<file path="config.mk">
export PLATFORM = sky130hd
export DESIGN_NAME = sram_port_sequencer
export DESIGN_NICKNAME = d
export VERILOG_FILES = /design/src/rtl/sram_port_sequencer.sv
export SDC_FILE = /design/constraint.sdc
export NUM_CORES = 1
export LEC_CHECK = 0
export ABC_AREA = 1
export BUFFER_PORTS_ARGS = -buffer_cell sky130_fd_sc_hd__buf_2
export CORE_UTILIZATION = 52
export CTS_CLUSTER_DIAMETER = 60
export DETAILED_ROUTE_END_ITERATION = 16
export PLACE_DENSITY_LB_ADDON = 0.3
export SLEW_MARGIN = 20
export SYNTH_ARGS = -nofsm -noshare
export SYNTH_HDL_FRONTEND = slang
export SYNTH_SLANG_ARGS = --single-unit
</file>
<file path="constraint.sdc">
create_clock -name clk -period 6.8 [get_ports clk]
set_input_delay 1.02 -clock clk [delete_from_list [all_inputs] [get_ports clk]]
set_output_delay 1.02 -clock clk [all_outputs]
set_load 0.1 [all_outputs]
</file>
<file path="src/rtl/sram_port_sequencer.sv">
// sram_port_sequencer
//
// Front-end sequencer for the two-port sram_array bank. A binary read/write
// request is accepted over a valid/ready handshake. It is then walked through
// the bank's word-line / data / enable sequence in lock-step with the 10-phase
// Bennett clock (clkp). Reads return the captured bank outputs with a one-cycle
// rsp_valid pulse.
//
// Optional feature: define SRAM_SEQ_TIMEOUT_EN to enable a phase watchdog.
// The watchdog aborts a stalled transaction after TIMEOUT clk cycles and
// pulses rsp_err. Without the macro, rsp_err is tied to 0 and the sequencer
// waits for phases indefinitely.
//
// Ports:
//   clk                  system clock (also drives bennett_clock)
//   reset                asynchronous active-high reset
//   clkp[9:0]            Bennett phase vector
//   req_valid/req_ready  request handshake (ready = idle)
//   req_write            1 = write, 0 = read
//   req_addrA/req_addrB  binary port addresses
//   req_data             write data
//   rsp_valid            one-cycle completion pulse
//   rsp_dataA/rsp_dataB  captured read data (held until the next read)
//   rsp_err              watchdog abort pulse
//   wordA/wordB          one-hot word lines to the bank
//   sram_in              bank data input
//   ReadEn/WriteEn       bank enables
//   outA/outB            bank read data

module sram_port_sequencer #(
  parameter int WIDTH   = 16,
  parameter int DEPTH   = 32,
  parameter int AW      = $clog2(DEPTH),
  parameter int TIMEOUT = 64
) (
  input  logic             clk,
  input  logic             reset,
  input  logic [9:0]       clkp,
  input  logic             req_valid,
  output logic             req_ready,
  input  logic             req_write,
  input  logic [AW-1:0]    req_addrA,
  input  logic [AW-1:0]    req_addrB,
  input  logic [WIDTH-1:0] req_data,
  output logic             rsp_valid,
  output logic [WIDTH-1:0] rsp_dataA,
  output logic [WIDTH-1:0] rsp_dataB,
  output logic             rsp_err,
  output logic [DEPTH-1:0] wordA,
  output logic [DEPTH-1:0] wordB,
  output logic [WIDTH-1:0] sram_in,
  output logic             ReadEn,
  output logic             WriteEn,
  input  logic [WIDTH-1:0] outA,
  input  logic [WIDTH-1:0] outB
);

  typedef enum logic [2:0] {
    IDLE,
    ARM,
    ADDR,
    DATA,
    EN,
    HOLD
  } state_t;

  localparam logic [DEPTH-1:0] WORD_ONE = {{(DEPTH-1){1'b0}}, 1'b1};

  state_t state, state_d;

  logic [9:0]       clkp_q;
  logic [9:0]       rise;
  logic [9:0]       wait_mask;
  logic             awaited;
  logic             accept;
  logic             tmo_hit;

  logic             write_q;
  logic [AW-1:0]    addr_a_q;
  logic [AW-1:0]    addr_b_q;
  logic [WIDTH-1:0] data_q;

  logic [DEPTH-1:0] word_a_d, word_b_d;
  logic [WIDTH-1:0] sram_in_d;
  logic             read_en_d, write_en_d, rsp_valid_d;
  logic [WIDTH-1:0] rsp_data_a_d, rsp_data_b_d;

  assign rise = clkp & ~clkp_q;

  // The idle cycle that carries rsp_valid is not allowed to accept. This keeps
  // a response and a new accept out of the same cycle.
  assign req_ready = (state == IDLE) && !rsp_valid;
  assign accept    = req_valid && req_ready;

  // Each state waits on exactly one phase edge. Rises of any other phase are
  // masked off. In IDLE the mask is empty, so a rise in the accept cycle is ignored.
  always_comb begin
    wait_mask = '0;
    case (state)
      ARM:     wait_mask = 10'b00_0000_0100;
      ADDR:    wait_mask = 10'b00_0001_0000;
      DATA:    wait_mask = 10'b00_0100_0000;
      EN:      wait_mask = 10'b01_0000_0000;
      HOLD:    wait_mask = 10'b10_0000_0000;
      default: wait_mask = '0;
    endcase
  end

  assign awaited = |(rise & wait_mask);

  // Phase history for edge detection
  always_ff @(posedge clk or posedge reset) begin
    if (reset) clkp_q <= '0;
    else       clkp_q <= clkp;
  end

  // Request fields are captured once at accept. Later changes on the request
  // inputs have no effect.
  always_ff @(posedge clk or posedge reset) begin
    if (reset) begin
      write_q  <= 1'b0;
      addr_a_q <= '0;
      addr_b_q <= '0;
      data_q   <= '0;
    end else if (accept) begin
      write_q  <= req_write;
      addr_a_q <= req_addrA;
      addr_b_q <= req_addrB;
      data_q   <= req_data;
    end
  end

  // State register
  always_ff @(posedge clk or posedge reset) begin
    if (reset) state <= IDLE;
    else       state <= state_d;
  end

  // Next state: advance one step per awaited phase rise. A watchdog abort
  // overrides the normal step.
  always_comb begin
    state_d = state;
    case (state)
      IDLE:    if (accept)  state_d = ARM;
      ARM:     if (awaited) state_d = ADDR;
      ADDR:    if (awaited) state_d = DATA;
      DATA:    if (awaited) state_d = EN;
      EN:      if (awaited) state_d = HOLD;
      HOLD:    if (awaited) state_d = IDLE;
      default: state_d = IDLE;
    endcase
    if (tmo_hit) state_d = IDLE;
  end

  // Output next-values. Every bank control holds its value except on the
  // awaited rise of the current state. Read data is sampled from outA/outB as
  // seen just before the ph8 edge, while ReadEn is still high.
  always_comb begin
    word_a_d     = wordA;
    word_b_d     = wordB;
    sram_in_d    = sram_in;
    read_en_d    = ReadEn;
    write_en_d   = WriteEn;
    rsp_valid_d  = 1'b0;
    rsp_data_a_d = rsp_dataA;
    rsp_data_b_d = rsp_dataB;
    if (awaited) begin
      case (state)
        ARM: begin
          word_a_d = WORD_ONE << addr_a_q;
          word_b_d = WORD_ONE << addr_b_q;
        end
        ADDR: begin
          sram_in_d = write_q ? data_q : '0;
        end
        DATA: begin
          if (!write_q) read_en_d = 1'b1;
        end
        EN: begin
          if (write_q) begin
            write_en_d = 1'b1;
          end else begin
            read_en_d    = 1'b0;
            rsp_data_a_d = outA;
            rsp_data_b_d = outB;
          end
        end
        HOLD: begin
          write_en_d  = 1'b0;
          read_en_d   = 1'b0;
          word_a_d    = '0;
          word_b_d    = '0;
          sram_in_d   = '0;
          rsp_valid_d = 1'b1;
        end
        default: begin
          rsp_valid_d = 1'b0;
        end
      endcase
    end
    if (tmo_hit) begin
      word_a_d    = '0;
      word_b_d    = '0;
      sram_in_d   = '0;
      read_en_d   = 1'b0;
      write_en_d  = 1'b0;
      rsp_valid_d = 1'b0;
    end
  end

  // Registered outputs
  always_ff @(posedge clk or posedge reset) begin
    if (reset) begin
      wordA     <= '0;
      wordB     <= '0;
      sram_in   <= '0;
      ReadEn    <= 1'b0;
      WriteEn   <= 1'b0;
      rsp_valid <= 1'b0;
      rsp_dataA <= '0;
      rsp_dataB <= '0;
    end else begin
      wordA     <= word_a_d;
      wordB     <= word_b_d;
      sram_in   <= sram_in_d;
      ReadEn    <= read_en_d;
      WriteEn   <= write_en_d;
      rsp_valid <= rsp_valid_d;
      rsp_dataA <= rsp_data_a_d;
      rsp_dataB <= rsp_data_b_d;
    end
  end

`ifdef SRAM_SEQ_TIMEOUT_EN
  localparam int CW = $clog2(TIMEOUT + 1);

  logic [CW-1:0] tmo_cnt;

  // The counter value is the number of cycles since the last accept or awaited
  // rise. The abort fires on the edge that would take it to TIMEOUT.
  assign tmo_hit = (state != IDLE) && !awaited && (tmo_cnt == CW'(TIMEOUT - 1));

  // Watchdog counter
  always_ff @(posedge clk or posedge reset) begin
    if (reset)                                   tmo_cnt <= '0;
    else if (state == IDLE || awaited || tmo_hit) tmo_cnt <= '0;
    else                                         tmo_cnt <= tmo_cnt + CW'(1);
  end

  // Abort pulse
  always_ff @(posedge clk or posedge reset) begin
    if (reset) rsp_err <= 1'b0;
    else       rsp_err <= tmo_hit;
  end
`else
  assign tmo_hit = 1'b0;
  assign rsp_err = 1'b0;
`endif

endmodule
</file>
# ---- Word level (Yosys, flattened, before mapping)
# Index checks and enable logic that the tools add are counted.
dict set report totals {
  register_bits 155
  inputBits 72
  out_inout_bits 117
  word_cells 68
}
dict set report classes {
  n_eq_ne 14
  shift 2
  muxes 19
  bitwise 4
  reduce_logical 15
}
# operator n
set ops {}
lappend ops {{32-bit one-hot mux with 2 select lines} 2}
lappend ops {{1-bit by 5-bit << shifter with 32-bit output, first input constant} 2}
lappend ops {{10-bit one-hot mux with 5 select lines} 1}
lappend ops {{16-bit one-hot mux with 2 select lines} 1}
lappend ops {{10-bit bitwise AND} 2}
lappend ops {{3-bit two-way mux} 6}
lappend ops {{2-bit != test, second input constant} 9}
lappend ops {{3-bit one-hot mux with 6 select lines} 1}
lappend ops {{16-bit two-way mux} 1}
lappend ops {{10-bit NOT} 1}
lappend ops {{10-bit OR reduction} 1}
lappend ops {{3-bit by 2-bit == test with 1-bit output, second input constant} 2}
lappend ops {{3-bit == test, second input constant} 2}
lappend ops {{3-bit AND reduction} 2}
lappend ops {{6-bit AND reduction} 1}
lappend ops {{2-bit nonzero test} 3}
lappend ops {{1-bit two-way mux} 5}
lappend ops {{2-bit AND reduction} 2}
lappend ops {{4-bit AND reduction} 1}
lappend ops {{3-bit by 1-bit == test with 1-bit output, second input constant} 1}
lappend ops {{3-bit logical NOT} 1}
lappend ops {{1-bit one-hot mux with 3 select lines} 1}
lappend ops {{3-bit nonzero test} 1}
lappend ops {{1-bit logical AND} 2}
lappend ops {{3 further kinds} 3}

# ---- Logic depth before layout (Yosys ltp)
# Gate-level depths: netlist (run 1).
dict set report logic_depth {
  word_depth 6
  ltp_mapped 10
  ltp_nobuf 9
}

# ---- Worst setup path after synthesis (run 1)
# No wires, ideal clock.
dict set report synth_path {
  path_kind {register to output}
  startpoint {register rsp_valid}
  endpoint {output port req_ready}
  t_arrival_ns 2.173
  t_required_ns 5.780
  slack_ns 3.607
  stages_incl_launch_ff 2
  n_path_buf 0
  path_cell_list {dfrtp_1 -> nor2_1}
}
dict set report synth_via {
  elab_chain_len 2
}
# element line_no
set synth_rtl {}
lappend synth_rtl {{from (decl)} 45} ;# output logic rsp_valid,
lappend synth_rtl {{from (signal assigned)} 228} ;# rsp_valid <= rsp_valid_d;
lappend synth_rtl {{1-bit logical NOT} 92} ;# assign req_ready = (state == IDLE) && !rsp_valid;
lappend synth_rtl {{1-bit logical AND} 92}
lappend synth_rtl {{to (decl)} 40} ;# output logic req_ready,
# Every way passes these cells.

# ---- Worst setup path in the final report (run 1)
dict set report layout_path {
  startpoint {register state[2]}
  endpoint {register addr_a_q[2]}
}
dict set report layout_via {
  elab_chain_len 3
}
# element line_no
set layout_rtl {}
lappend layout_rtl {{from (decl)} 69} ;# state_t state, state_d;
lappend layout_rtl {{from (signal assigned)} 136} ;# else state <= state_d;
lappend layout_rtl {{3-bit logical NOT} 92}
lappend layout_rtl {{1-bit logical AND} 92}
lappend layout_rtl {{1-bit logical AND} 93} ;# assign accept = req_valid && req_ready;
lappend layout_rtl {{to (signal assigned)} 127} ;# addr_a_q <= req_addrA;
lappend layout_rtl {{to (decl)} 79} ;# logic [AW-1:0] addr_a_q;
# Every way passes these cells.
# A chain may end at the register's enable or synchronous reset.

==> results of run 1 <==
## metal layers
metal,global-route usage,routed length [µm],vias to the layer above,part of all wire
li1,-,-,2765,-
met1,0.319,6720,2566,0.47
met2,0.376,6800,152,0.47
met3,0.0718,775,12,0.054
met4,0.0763,144,0,0.010
met5,0,0,-,0
## cells in the mapped netlist
| cell type | number |
|---|---|
| inv_2 | 3 |
| nand3_1 | 8 |
| clkinv_1 | 9 |
| buf_2 | 26 |
| a21oi_1 | 19 |
| nor3_1 | 1 |
| o21ai_0 | 12 |
| nand2_1 | 388 |
| nor2_4 | 3 |
| clkbuf_2 | 2 |
| clkbuf_1 | 9 |
| nor2_8 | 1 |
| nand4_1 | 33 |
| nor2_2 | 1 |
| a31oi_1 | 1 |
| or2_1 | 2 |
| o211ai_1 | 2 |
| inv_1 | 17 |
| conb_1 | 1 |
| buf_1 | 1 |
| nor2_1 | 94 |
| dfrtp_1 | 150 |
| buf_4 | 5 |
| nand2_2 | 1 |
## registers in the layout, summed over array words and instances (netlist names), 3 cells and up
register and count:
wordA 32, clkp_q 5, state 3, addr_b_q 5
rsp_dataA 16, wordB 32, sram_in 16, data_q 16
rsp_dataB 16, addr_a_q 5
## worst max-delay path, cell delays in order, from the launching register on
cell and delay, ns:
dfrtp_1 0.58, nor3_1 0.11, inv_1 0.08, nor2_1 0.06, nand2_1 0.51, clkinv_1 1.00, o21ai_0 0.45
## cells in the final DEF, fill, tap and decap left out
cell type / netlist / final
o21ai_0: 12 / 12
nand3_1: 8 / 8
nand4_1: 33 / 33
inv_6: 0 / 1
conb_1: 1 / 1
buf_2: 26 / 182
a21oi_1: 19 / 19
nor2_8: 1 / 1
o211ai_1: 2 / 2
inv_1: 17 / 16
or2_1: 2 / 2
dfrtp_1: 150 / 150
nor2_2: 1 / 1
nand2_1: 388 / 388
clkinvlp_4: 0 / 1
nor2_1: 94 / 94
inv_2: 3 / 3
clkbuf_8: 0 / 3
clkinv_2: 0 / 6
clkinv_1: 9 / 9
nand2_4: 0 / 1
a31oi_1: 1 / 1
buf_4: 5 / 1
clkbuf_1: 9 / 1
nor2_4: 3 / 3
nor3_1: 1 / 1
bufinv_16: 0 / 3
clkbuf_16: 0 / 17
## area by class of cell
| class | count | area, µm² |
|---|---|---|
| clock buffer | 21 | 470 |
| timing repair buffer | 183 | 918 |
| inverter | 29 | 114 |
| tap | 147 | 184 |
| fill | 1060 | 4120 |
| multi-input combinational | 567 | 2320 |
| sequential | 150 | 3750 |
| clock inverter | 10 | 128 |
## worst max-delay path by stage
| stage | startpoint | to | slack, ns | depth (start not counted) |
|---|---|---|---|---|
| after floorplan | reset | ReadEn | 1.74 | 1 |
| after global routing | state[2] | addr_a_q[0] | 3.53 | 6 |
| after detailed placement | req_valid | write_q | 3.55 | 4 |
| after CTS | state[2] | write_q | 3.88 | 6 |
| after global placement | req_valid | addr_a_q[0] | 3.57 | 4 |
| final | state[2] | addr_a_q[2] | 3.89 | 6 |
## stage by stage
stage / area [µm²] / hold slack (ns) / util / worst slack [ns] / std cells
2_1_floorplan: 6400 / 0.449 / - / 1.74 / 789
3_3_place_gp: 7290 / 0.457 / 0.607 / 3.57 / 1076
3_5_place_dp: 7290 / 0.461 / 0.607 / 3.55 / 1076
4_1_cts: 7890 / 0.476 / 0.657 / 3.88 / 1107
5_1_grt: 7890 / 0.489 / 0.657 / 3.53 / 1107
6_report: 7890 / 0.471 / 0.657 / 3.89 / 1107
## cells by family (layout without fill, tap and decap cells)
group           count (synthesis)  in the layout  share of synthesized area
compound gates                 34             34                     0.0276
other cells                     1              1                   0.000586
buf+inv                        72            243                     0.0507
flops                         150            150                      0.587
simple gates                  532            532                      0.334
==> results.md, run 1 <==
- Status: completed
- Slew Limit Fails: 0
- # IOs: 189
- Clock Sinks: 150
- Die area: 12700 µm²
- Total track usage: 0.238
- Critical path type: register to register
- Net Count, Synth: 861
- Inserted Clock Buffers: 17
- Hold Path Depth: 2
- Vias: 5495
- Area delta synth->final: 23.4%
- Worst Clk Skew: 0.00682 ns
- TritonCTS clock tree: yes
- Hold Path Origin: rsp_dataA[10]
- Syn_area_per_cell: 8.11 µm²
- Initial Utilization: 0.533
- IO buf count: 182
- Gpl congestion: 0.818
- Worst EP required: 7.10 ns
- Clock-pin slew on the worst setup and hold paths: 0.06 ns
- Drt first pass iters: 5
- CORE AREA: 12000 µm²
- Hold crit path type: register to register
- Endpoint class of the critical path: register
- Routed Antenna Nets: 0
- Initial DRC Count: 322
- Slew @ Worst Pin: 1.02 ns
- Layout Nets: 1020
- Global-route wire length before repair: 23700 µm
- Fmax: 343 MHz
- Syn Inst Count: 789
- Yosys warns: 0
- Startpoint types: register
- Largest net degree at the start of global routing: 86
- R2R depth: 6
- Max-cap check violation count: 0
- Drt drc: 0
- Final setup violating endpoints: 0
- Post-CTS resize count: 0
- Crit path time final: 2.91 ns
- Synth top area share: 0.587
- Mapped cell area: 6400 µm²
- WP data arrival: 3.21 ns
- Vias in the first global route: 5023
- Routed WL: 14400 µm
- Fraction of layout cells with a size suffix above 1: 0.232
- CP Max Fanout: 36
- Synth area leaders: dfrtp_1, nand2_1, nor2_1
- Hold-fix buffers, CTS: 0
- Final TNS setup: 0 ns
- Setup Fix Bufs, Post-CTS: 0
- RSZ-0062 raised after global routing: false
- DP HPWL: 9410 µm
- Final Hold Vio Count: 0
- Hold Path End: rsp_dataA[10]
- Initial antenna violation count: 0
- Die Span Y: 113 µm
- Sequential-to-total area share from yosys stat: 0.587
- Final period util: 0.428
- Site Rows: 40
- WL per Instance: 13.0 µm
- Vias per cell: 4.96
- H-tree lvl count: 4
- Slew HR: 0.315
- Synth unique cells: 24
- Die Wd: 113 µm
- Area leader, netlist: dfrtp_1
- ANT cells: 0
- GRT overflow: 0
- Clock root buffer: clkbuf_16
- Clock latency on the worst-skew pair: 0.41 ns
- Max Root-Sink Buffers: 2
- Synthesized flop and latch total: 150
- Reg2reg end: addr_a_q[2]
- Reg-to-reg critical path startpoint: state[2]
- Worst R2R Setup Slack: 3.89 ns
Power of run 1 is not shown: default switching activity piles up to over one toggle a cycle in this logic, so the estimate is an artifact.
==> inputs of run 2 (changes only) <==
- CORE_UTILIZATION: 52 -> 47
- clock period: 6.8 -> 2.45 ns (I/O delays scaled with it)
==> run 2 against run 1 <==
- clock skew shrank 0.0012 ns
- critical path depth fell by 2
- register-to-register slack lost 3.3 ns
- wire length rose by 1.9%
- count of clock-buffer cells in the layout increased by 3
- final area grew 3.1%
- non-clock buffer count increased by 9
- global-route usage is 1.4 points lower
- flip-flop and latch count unchanged
- sequential share of layout area shrank 1.4 points
- cell count is 3.5% higher
- largest cell class unchanged
==> results.md, run 2 (synthesized netlist as in run 1, its figures left out) <==
- Status: completed
- Hold crit path type: input pin to asynchronous set/reset pin
- Slew Limit Fails: 0 (unchanged)
- Initial antenna violation count: 0 (unchanged)
- Regs by FF count: wordA (32), wordB (32)
- WL per Instance: 12.8 µm (-1.6%)
- Die Span Y: 119 µm (+5.1%)
- Post-CTS resize count: 0 (unchanged)
- Slew HR: 0.602 (+0.287)
- Final setup violating endpoints: 0 (unchanged)
- Max Root-Sink Buffers: 2 (unchanged)
- Drt drc: 0 (unchanged)
- # IOs: 189 (unchanged)
- Area delta synth->final: 27.2%
- H-tree lvl count: 4 (unchanged)
- Die Wd: 119 µm (+5.1%)
- Vias per cell: 4.83 (-2.7%)
- Worst stage delay on the critical path: 0.51 ns (-0.49 ns)
- Worst Clk Skew: 0.00563 ns (-0.00119 ns)
- Final Hold Vio Count: 0 (unchanged)
- Buffers and inverters on the worst path: 2 (unchanged)
- CORE AREA: 13200 µm² (+10%)
- Total track usage: 0.224 (-0.0144)
- GRT overflow: 0 (unchanged)
- RSZ-0062 raised after global routing: false
- ANT cells: 0 (unchanged)
- Clock Sinks: 150 (unchanged)
- IO buf count: 182 (unchanged)
- Worst EP required: 2.08 ns (-5.02 ns)
- Delay-heaviest family, CP: buffers and inverters
- Site Rows: 42 (+5.0%)
- Most common cell after layout, fill and taps aside: nand2_1
- Drt first pass iters: 4 (-1)
- Largest net degree at the start of global routing: 86 (unchanged)
- Clock latency on the worst-skew pair: 0.42 ns (about the same)
- Setup Fix Bufs, Post-CTS: 0 (unchanged)
- Crit. Startpoint: state[2]
- Fraction of layout cells with a size suffix above 1: 0.241 (+0.00895)
- Initial DRC Count: 347 (+7.8%)
- CP Max Fanout: 13 (-64%)
- Worst R2R Setup Slack: 0.58 ns (-3.31 ns)
- Clock root buffer: clkbuf_16
- Routed Antenna Nets: 0 (unchanged)
- Inserted Clock Buffers: 17 (unchanged)
- Max-cap check violation count: 0 (unchanged)
- CP Cell Sequence: nor3_1, inv_1, nor2_4, buf_2
- Slew @ Worst Pin: 0.597 ns (-0.427 ns)
- Clock-pin slew on the worst setup and hold paths: 0.06 ns (about the same)
- Gpl congestion: 0.848 (+3.7%)
- Endpoint class of the critical path: output pin
- Crit path time final: 2.18 ns
- Reg-to-reg critical path startpoint: state[1]
- Routed WL: 14700 µm (+1.9%)
- TritonCTS clock tree: yes
- Die area: 14100 µm² (+10%)
- Layout Nets: 1029 (+0.88%)
- DP HPWL: 9940 µm (+5.6%)
- Final period util: 0.888
- Final TNS setup: 0 ns (unchanged)
- Filler instances: 1219 (+15%)
- Vias: 5535 (+0.73%)
- Critical path type: register to output pin
- CP max stage cell: dfrtp_1
- Startpoint types: register
- Vias in the first global route: 5269 (+4.9%)
- Fmax: 460 MHz
- Initial Utilization: 0.483 (-0.0495)
- WP data arrival: 1.81 ns (-1.40 ns)
- Commonest cells after routing, fill and taps aside: nand2_1, buf_2, dfrtp_1
- Hold-fix buffers, CTS: 0 (unchanged)
- Global-route wire length before repair: 24900 µm (+5.3%)
## run 2: changes by cell type in the layout (fill, tap and decap cells not counted), sizes merged
| cell | change |
|---|---|
| buf | +9 |
| clkbuf | +3 |
| clkinv | -3 |
| bufinv | +2 |
| inv | -1 |
## run 2: layout make-up
type	instances	area (µm²)	area share
clock buffer	24	512	0.0629
inverter	29	113	0.0138
clock inverter	8	165	0.0203
tap	176	220	0.0271
timing repair buffer	192	1050	0.129
multi-input combinational	567	2330	0.286
sequential	150	3750	0.461
## run 2: final timing paths
kind / end / cells after the start
setup reg to reg: rsp_dataB[11] / 8
min in group clk: clkp_q[9] / 1
max in group asynchronous: wordA[18] / 3
hold / removal: sram_in[12] / 3
hold reg to reg: wordB[14] / 2
setup / recovery: req_ready / 4
## run 2: metal layers
layer | vias up | global-route usage | wire, µm | share of wire
li1 | 2786 | - | - | -
met2 | 173 | 0.346 | 6960 | 0.47
met5 | - | 0 | 0 | 0
met1 | 2559 | 0.299 | 6580 | 0.45
met4 | 0 | 0.0831 | 178 | 0.012
met3 | 17 | 0.0661 | 999 | 0.068
## run 2: stage by stage
step	hold WS [ns]	util	area, µm²	std cells	setup slack, ns
final	0.0649	0.615	8140	1146	0.274
after global routing	0.0514	0.615	8140	1146	0.150
after CTS	0.0522	0.615	8140	1146	0.253
after detailed placement	0.460	0.563	7460	1114	0.596
after global placement	0.457	0.563	7460	1114	0.615
after floorplan	0.399	-	6410	789	0.194
## run 2: worst register-to-register path: stages (launching register included)
cell     delay [ns]
dfrtp_1        0.47
nor2_1         0.31
nand2_1        0.11
nor2_1         0.17
inv_1          0.11
nor2_4         0.32
buf_12         0.20
nand2_1        0.06
nand2_1        0.06
Power of run 2 is left out for the same reason.
